### src/rtl/reader_byte_serializer_if.sv
// Handshake bundle for reader_byte_serializer: burst control, reader FIFO port and byte stream.
// master = serializer side, slave = environment (burst controller, FIFO, byte checkers).
interface reader_byte_serializer_if #(
    parameter int unsigned NUM_WORDS_W = 16
);
    // Burst control
    logic                   i_start;
    logic [NUM_WORDS_W-1:0] i_num_words;
    logic                   i_abort;
    logic                   o_busy;
    logic                   o_done;

    // Reader FIFO
    logic                   i_fifo_empty;
    logic                   o_fifo_rd_en;
    logic [31:0]            i_fifo_rdata;

    // Byte stream
    logic [7:0]             o_serialized_output;
    logic                   o_serialized_output_valid;
    logic [1:0]             o_serialize_counter;
    logic                   i_out_ready;

    modport master (
        input  i_start,
        input  i_num_words,
        input  i_abort,
        output o_busy,
        output o_done,
        input  i_fifo_empty,
        output o_fifo_rd_en,
        input  i_fifo_rdata,
        output o_serialized_output,
        output o_serialized_output_valid,
        output o_serialize_counter,
        input  i_out_ready
    );

    modport slave (
        output i_start,
        output i_num_words,
        output i_abort,
        input  o_busy,
        input  o_done,
        output i_fifo_empty,
        input  o_fifo_rd_en,
        output i_fifo_rdata,
        input  o_serialized_output,
        input  o_serialized_output_valid,
        input  o_serialize_counter,
        output i_out_ready
    );
endinterface

### src/rtl/reader_byte_serializer.sv
// Pops 32-bit words from the reader FIFO and streams them out LSB-first, one byte per beat.
// Optional word prefetch (zero-bubble word transitions) enabled by READER_SERIALIZER_PREFETCH_EN.
module reader_byte_serializer #(
    parameter int unsigned NUM_WORDS_W = 16
) (
    input logic                     CLK,
    input logic                     RESETn,
    reader_byte_serializer_if.master bus
);

    typedef enum logic [2:0] {
        StIdle,
        StReq,
        StWait,
        StShift,
        StDone
    } state_e;

    state_e                 state_q;
    logic [NUM_WORDS_W-1:0] remaining_q;
    logic [31:0]            word_q;
    logic [1:0]             lane_q;
    logic                   valid_q;
    logic                   busy_q;
    logic                   done_q;

`ifdef READER_SERIALIZER_PREFETCH_EN
    logic [31:0]            pf_word_q;
    logic                   pf_valid_q;
    logic                   pf_pending_q;  // rd_en issued last cycle, data on i_fifo_rdata now
`endif

    logic accept;
    logic have_words;
    logic last_lane;
    logic req_pop;
    logic pf_pop;
    logic rd_en;

    assign accept     = valid_q & bus.i_out_ready;
    assign have_words = (remaining_q != '0);
    assign last_lane  = (lane_q == 2'd3);

    // Pop strobe is combinational; abort suppresses it so a cancelled burst never pops a word.
    always_comb begin
        req_pop = (state_q == StReq) && have_words && !bus.i_fifo_empty && !bus.i_abort;
        pf_pop  = 1'b0;
`ifdef READER_SERIALIZER_PREFETCH_EN
        pf_pop  = (state_q == StShift) && accept && (lane_q == 2'd2) && have_words &&
                  !bus.i_fifo_empty && !pf_valid_q && !pf_pending_q && !bus.i_abort;
`endif
        rd_en   = req_pop | pf_pop;
    end

    always_ff @(posedge CLK or negedge RESETn) begin
        if (!RESETn) begin
            state_q      <= StIdle;
            remaining_q  <= '0;
            word_q       <= '0;
            lane_q       <= '0;
            valid_q      <= 1'b0;
            busy_q       <= 1'b0;
            done_q       <= 1'b0;
`ifdef READER_SERIALIZER_PREFETCH_EN
            pf_word_q    <= '0;
            pf_valid_q   <= 1'b0;
            pf_pending_q <= 1'b0;
`endif
        end else if (bus.i_abort) begin
            state_q      <= StIdle;
            lane_q       <= '0;
            valid_q      <= 1'b0;
            busy_q       <= 1'b0;
            done_q       <= 1'b0;
`ifdef READER_SERIALIZER_PREFETCH_EN
            pf_valid_q   <= 1'b0;
            pf_pending_q <= 1'b0;
`endif
        end else begin
            done_q <= 1'b0;
            if (rd_en) begin
                remaining_q <= remaining_q - NUM_WORDS_W'(1);
            end
`ifdef READER_SERIALIZER_PREFETCH_EN
            pf_pending_q <= pf_pop;
`endif
            case (state_q)
                StIdle: begin
                    if (bus.i_start) begin
                        remaining_q <= bus.i_num_words;
                        busy_q      <= 1'b1;
                        if (bus.i_num_words == '0) begin
                            state_q <= StDone;
                            done_q  <= 1'b1;
                        end else begin
                            state_q <= StReq;
                        end
                    end
                end
                StReq: begin
                    if (req_pop) begin
                        state_q <= StWait;
                    end
                end
                StWait: begin
                    word_q  <= bus.i_fifo_rdata;
                    lane_q  <= '0;
                    valid_q <= 1'b1;
                    state_q <= StShift;
                end
                StShift: begin
                    if (accept) begin
                        if (!last_lane) begin
                            lane_q <= lane_q + 2'd1;
`ifdef READER_SERIALIZER_PREFETCH_EN
                        end else if (pf_pending_q) begin
                            word_q <= bus.i_fifo_rdata;
                            lane_q <= '0;
                        end else if (pf_valid_q) begin
                            word_q     <= pf_word_q;
                            pf_valid_q <= 1'b0;
                            lane_q     <= '0;
`endif
                        end else begin
                            valid_q <= 1'b0;
                            lane_q  <= '0;
                            if (have_words) begin
                                state_q <= StReq;
                            end else begin
                                state_q <= StDone;
                                done_q  <= 1'b1;
                            end
                        end
                    end
`ifdef READER_SERIALIZER_PREFETCH_EN
                    // Fetched word not consumed straight away: park it in the prefetch buffer.
                    if (pf_pending_q && !(accept && last_lane)) begin
                        pf_word_q  <= bus.i_fifo_rdata;
                        pf_valid_q <= 1'b1;
                    end
`endif
                end
                StDone: begin
                    state_q <= StIdle;
                    busy_q  <= 1'b0;
                end
                default: begin
                    state_q <= StIdle;
                    busy_q  <= 1'b0;
                    valid_q <= 1'b0;
                end
            endcase
        end
    end

    assign bus.o_fifo_rd_en              = rd_en;
    assign bus.o_busy                    = busy_q;
    assign bus.o_done                    = done_q;
    assign bus.o_serialized_output_valid = valid_q;
    assign bus.o_serialized_output       = word_q[{lane_q, 3'b000} +: 8];
    assign bus.o_serialize_counter       = lane_q;

endmodule

### src/flat_wrapper.sv
// flat-port wrapper written by rule: the top's interface ports become plain ports
module reader_byte_serializer_flat 
#(
    parameter int unsigned NUM_WORDS_W = 16
)
  (CLK, RESETn, bus_i_start, bus_i_num_words, bus_i_abort, bus_o_busy, bus_o_done, bus_i_fifo_empty, bus_o_fifo_rd_en, bus_i_fifo_rdata, bus_o_serialized_output, bus_o_serialized_output_valid, bus_o_serialize_counter, bus_i_out_ready);
  reader_byte_serializer_if #(.NUM_WORDS_W(NUM_WORDS_W)) bus_i ();
  input logic CLK;
  input logic RESETn;
  input wire logic [$bits(bus_i.i_start)-1:0] bus_i_start;
  input wire logic [$bits(bus_i.i_num_words)-1:0] bus_i_num_words;
  input wire logic [$bits(bus_i.i_abort)-1:0] bus_i_abort;
  output wire logic [$bits(bus_i.o_busy)-1:0] bus_o_busy;
  output wire logic [$bits(bus_i.o_done)-1:0] bus_o_done;
  input wire logic [$bits(bus_i.i_fifo_empty)-1:0] bus_i_fifo_empty;
  output wire logic [$bits(bus_i.o_fifo_rd_en)-1:0] bus_o_fifo_rd_en;
  input wire logic [$bits(bus_i.i_fifo_rdata)-1:0] bus_i_fifo_rdata;
  output wire logic [$bits(bus_i.o_serialized_output)-1:0] bus_o_serialized_output;
  output wire logic [$bits(bus_i.o_serialized_output_valid)-1:0] bus_o_serialized_output_valid;
  output wire logic [$bits(bus_i.o_serialize_counter)-1:0] bus_o_serialize_counter;
  input wire logic [$bits(bus_i.i_out_ready)-1:0] bus_i_out_ready;
  assign bus_i.i_start = bus_i_start;
  assign bus_i.i_num_words = bus_i_num_words;
  assign bus_i.i_abort = bus_i_abort;
  assign bus_o_busy = bus_i.o_busy;
  assign bus_o_done = bus_i.o_done;
  assign bus_i.i_fifo_empty = bus_i_fifo_empty;
  assign bus_o_fifo_rd_en = bus_i.o_fifo_rd_en;
  assign bus_i.i_fifo_rdata = bus_i_fifo_rdata;
  assign bus_o_serialized_output = bus_i.o_serialized_output;
  assign bus_o_serialized_output_valid = bus_i.o_serialized_output_valid;
  assign bus_o_serialize_counter = bus_i.o_serialize_counter;
  assign bus_i.i_out_ready = bus_i_out_ready;
  reader_byte_serializer #(.NUM_WORDS_W(NUM_WORDS_W)) u_core (.CLK(CLK), .RESETn(RESETn), .bus(bus_i));
endmodule
### config.mk
export PLATFORM = sky130hd
export DESIGN_NAME = reader_byte_serializer_flat
export DESIGN_NICKNAME = d
export VERILOG_FILES = /design/src/rtl/reader_byte_serializer_if.sv /design/src/rtl/reader_byte_serializer.sv /design/src/flat_wrapper.sv
export SDC_FILE = /design/constraint.sdc
export NUM_CORES = 1
export LEC_CHECK = 0
export CAP_MARGIN = 20
export CORE_ASPECT_RATIO = 1.4
export CORE_UTILIZATION = 45
export DETAILED_ROUTE_END_ITERATION = 12
export DONT_BUFFER_PORTS = 1
export PLACE_DENSITY = 0.67
export RECOVER_POWER = 50
export SETUP_SLACK_MARGIN = 0.3
export SYNTH_ARGS = -nofsm -noshare
export SYNTH_HDL_FRONTEND = slang
export SYNTH_SLANG_ARGS = --single-unit
### constraint.sdc
create_clock -name CLK -period 1.8 [get_ports CLK]
set_clock_uncertainty 0.05 [all_clocks]
set_input_delay 0.18 -clock CLK [delete_from_list [all_inputs] [get_ports CLK]]
set_output_delay 0.18 -clock CLK [all_outputs]
set_load 0.005 [all_outputs]
After elaboration in Yosys (flattened, before gate mapping):

Index checks and enable logic that the tools add are counted.

* input port bits: 54
* bits in registers: 56

* mux-type cells: 29
* reductions and logical operators: 16
* bitwise operators: 2
* add/subtract/negate cells: 2
* shift operators: 1
* eq/ne operators: 11

Operator list (count)
* 16-bit two-way mux: 3
* 32-bit by 6-bit variable part select with 8-bit output: 1
* 3-bit two-way mux: 7
* 16-bit zero test: 1
* 16-bit nonzero test: 1
* 16-bit by 1-bit subtractor with 16-bit output (second input constant): 1
* 3-bit case mux with 4 select lines: 1
* 1-bit two-way mux: 11
* 3-bit by 2-bit == test with 1-bit output (second input constant): 2
* 2-bit two-way mux: 3
* 3-bit by 2-bit inequality test with 1-bit output (second input constant): 2
* 3-bit inequality test (second input constant): 2
* 2-bit AND reduction: 3
* 3-bit OR reduction: 2
* 2-bit by 1-bit inequality test with 1-bit output (second input constant): 2
* 1-bit case mux with 2 select lines: 2
* 2-bit case mux with 2 select lines: 1
* 4-bit AND reduction: 1
* 3-bit by 1-bit == test with 1-bit output (second input constant): 1
* 3-bit == test (second input constant): 1
* 1-bit logical AND: 3
* 3-bit zero test: 1
* 1-bit case mux with 3 select lines: 1
* 3-bit AND reduction: 1
* 6 further kinds: 7

Depth between registers and ports, before layout:

* word-level depth: 7
* depth in mapped cells: 8
* depth with buffers taken out: 7

Worst setup path before layout:

Ideal clock, no wire load.

* kind: reg2reg
* from: register u_core.remaining_q[0]
* to: register u_core.remaining_q[2]
* setup time: 0.126 ns
* buffers on the path: 1
* clock period less this slack: 1.893 ns
* arrival time: 1.716 ns
* slack: -0.093 ns
* cell stages (with the launch flop): 8
* cell sequence: dfrtp_1 -> inv_1 -> ha_1 -> nor4b_2 -> nand4_1 -> buf_2 -> a311o_1 -> o311a_1

* cells in the longest elaborated chain, start to end: 7

RTL lines
* start, declared: RTL line reader_byte_serializer.sv:20 `logic [NUM_WORDS_W-1:0] remaining_q;`
* start signal, assigned: RTL line reader_byte_serializer.sv:82 `remaining_q <= remaining_q - NUM_WORDS_W'(1);`
* start signal, assigned: RTL line reader_byte_serializer.sv:90 `remaining_q <= bus.i_num_words;`
* branches (longest 4 deep; another with 16-bit by 1-bit subtractor with 16-bit output)
* 16-bit two-way mux (*): RTL line reader_byte_serializer.sv:81 `if (rd_en) begin`
* 16-bit two-way mux: RTL line reader_byte_serializer.sv:89 `if (bus.i_start) begin`
* 16-bit two-way mux (*): RTL line reader_byte_serializer.sv:87 `case (state_q)`

Mark *: on every way between the ends.
A chain may end at the register's enable or synchronous reset.

Worst setup path after layout:

* from: register u_core.remaining_q[1]
* to: output port bus_o_fifo_rd_en

* cells in the longest elaborated chain, start to end: 4

RTL lines
* 16-bit nonzero test: RTL line reader_byte_serializer.sv:41 `assign have_words = (remaining_q != '0);`
* 1-bit logical AND (3 in series): RTL line reader_byte_serializer.sv:46 `req_pop = (state_q == StReq) && have_words && !bus.i_fifo_empty && !bus.i_abort;`
* end, declared: RTL line flat_wrapper.sv:16 `output wire logic [$bits(bus_i.o_fifo_rd_en)-1:0] bus_o_fifo_rd_en;`

No other way between the ends.

==> results.txt <==
Status - complete, but fails checks
Violated checks - negative hold slack, negative setup slack
Antenna diode count - 0
Worst-skew pair later-pin latency - 310 ps
Crit Path Max Fanout - 7
Cell area after synthesis - 3160 um2
Count of final setup violators - 29
Final min period - 2040 ps
Top cells by area, synth - dfrtp_1 (44%), mux2_2 (11%), mux4_2 (5.7%)
Clock buffer depth - 2
Vias in the first global route - 3,050
Largest net degree at the start of global routing - 57
EDFF count, synth - 0
WL/cell - 21.6 um
Final nets - 447
Mapped Cells - 289
Final setup margin - -240 ps
HP Class - in -> async
Pin slew with the least headroom to its limit - 844 ps
CTS Hold Bufs - 36
Crit end category - primary output
Lkg Pwr - 0.00201 uW
Hold slack - -498 ps
Initial antenna violation count - 0
Critical path class - reg -> out
Synthesis-to-finish area growth - 56.2%
Final std cells w/o fill - 482
Post-synthesis net count - 346
Register area share after synthesis - 44.4%
Unrepaired setup endpoints after global routing - true
First-pass GRT wire length - 14,900 um
Initial DRT Pass Iterations - 4
Num CTS Buffers - 5
Post-synth top area cell - dfrtp_1
Routability cong. - 0.880
Placed insts - 404
Cell area after layout - 4930 um2
Worst vdd ir - 0.636 mV
Syn avg cell area - 10.9 um2
CP Launch Type - register
R2R setup slack - -230 ps
Vias per inst - 6.26
Post-synth top area share - 44.4%
Fmax - 0.490 GHz
Share of layout cells above drive strength 1 - 45.9%
Ys Warns - 0
Iter 0 DRT Violations - 132
Critical Path RT - 1570 ps
Placed inst area - 3600 um2
Clock sinks - 56
I/O Pins - 68
CTS root buf - clkbuf_8
Hpwl dp - 5320 um
Initial Utilization - 47.1%
DR vias - 3,017
Seq cells post-synth - 56
Yosys cell types - 51
I/O Buffers - 0
Antenna viol nets, final - 0
Worst-path clk slew - 100 ps
Die W - 72.8 um
# DRC - 0
P per Cell Area - 902 nW/um2
Setup TNS Final - -2320 ps
Most frequent cells in the layout - dfrtp_1 (54), buf_4 (45), dlygate4sd3_1 (36)
CTS tree - built
H-tree levels - 2
FP Rows - 35
Core Footprint - 6700 um2
Die area - 7360 um2
Period utilisation layout - 113%
Top_reg_cell synth - dfrtp_1
Slew Limit Headroom - 43.5%
Crit path arrival time - 1810 ps
Tot GR Track Use - 26.9%
Filler cells - 417
Die height - 101 um
Asr flop ratio synth - 100%
Total of max-cap violations - 0
Commonest non-fill, non-tap cell in the layout - dfrtp_1
Pins Over Slew Limit - 0
Final wirelength - 10,400 um
GRT overflow - 0
Final Hold Vio Count - 56
through the flow:
stage                     hold WS (ps)  power (uW)  util (%)  setup slack, ps
after floorplan                   -166        2590         -            -3.83
after global placement            -165        2870      53.8            -20.8
after detailed placement          -165        2920      53.8             -103
after CTS                         -506        4130      68.3            -95.3
after global routing              -526        4660      73.6             -261
final                             -498        4450      73.6             -240
critical path, stage by stage (launching register included):
cell	delay (ps)
dfrtp_1	410
inv_2	120
ha_4	150
nor4b_4	250
nand4_1	230
buf_6	220
nand2_4	70
inv_4	50
layer usage:
metal	wire length [um]	GRT usage, %
met5	0	0
met3	701	5.30
met4	391	11.8
met2	5410	49.6
met1	3920	29.4
Yosys cell counts (all sizes together), types with 3 or more instances:
cell	n
a31oi	3
nor3	18
inv	9
nand2	14
dfrtp	56
or3	4
mux2	32
nand3	14
mux4	8
nor4b	4
nor3b	12
clkbuf	8
ha	3
nand4	9
a21oi	10
a211oi	3
buf	11
a311oi	5
nor4	12
o31ai	4
nand2b	5
nor2	13
final cells by class:
| type | instances | area, um2 | area share, % |
|---|---|---|---|
| sequential | 56 | 1400 | 28.5 |
| clock buffer | 5 | 68.8 | 1.40 |
| timing repair buffer | 110 | 1120 | 22.7 |
| multi-input combinational | 208 | 2130 | 43.2 |
| inverter | 9 | 36.3 | 0.736 |
| tap | 92 | 115 | 2.33 |
| clock inverter | 2 | 60.1 | 1.22 |
path summary, 6_finish.rpt:
path | start | to | cells after the start
max reg2reg | u_core.remaining_q[1] | u_core.state_q[2] | 7
min reg2reg | u_core.word_q[24] | u_core.word_q[24] | 1
max in group asynchronous | RESETn | u_core.bus.o_serialize_counter[0] | 0
min in group CLK | bus_i_abort | u_core.remaining_q[8] | 3
min | RESETn | u_core.word_q[28] | 0
max | u_core.remaining_q[1] | bus_o_fifo_rd_en | 7
where the power goes:
part | total [uW] | internal (uW) | switching [uW]
Sequential | 1900 | 1620 | 277
Clock | 952 | 548 | 404
Combinational | 1600 | 984 | 612
Total | 4450 | 3150 | 1290
flip-flops by register name (all words and copies together), names as in the netlist:
register / count
u_core.word_q: 32
u_core.bus.o_busy: 1
u_core.state_q: 3
u_core.remaining_q: 16
u_core.bus.o_serialized_output_valid: 1
u_core.bus.o_done: 1
u_core.bus.o_serialize_counter: 2
cell families (layout without fill, tap and decap cells):
family	Yosys count	in the layout	synth area share [%]
DFF	56	56	44.4
AOI/OAI and AO/OA	43	43	9.91
muxes	40	40	17.1
adders and majority gates	3	3	1.19
xor gates and xnor gates	1	1	0.277
and+or+nand+nor	118	121	23.2
buffers and inverters	28	126	3.92
what timing repair did:
action	in CTS	in global routing
cloned	6	1
setup endpoints to repair	63	63
resized for setup	60	52
pin swaps	18	26
buffers inserted	18	10
endpoints found under the hold margin	106	56
Note: power is estimated with default switching activity, not from simulation.
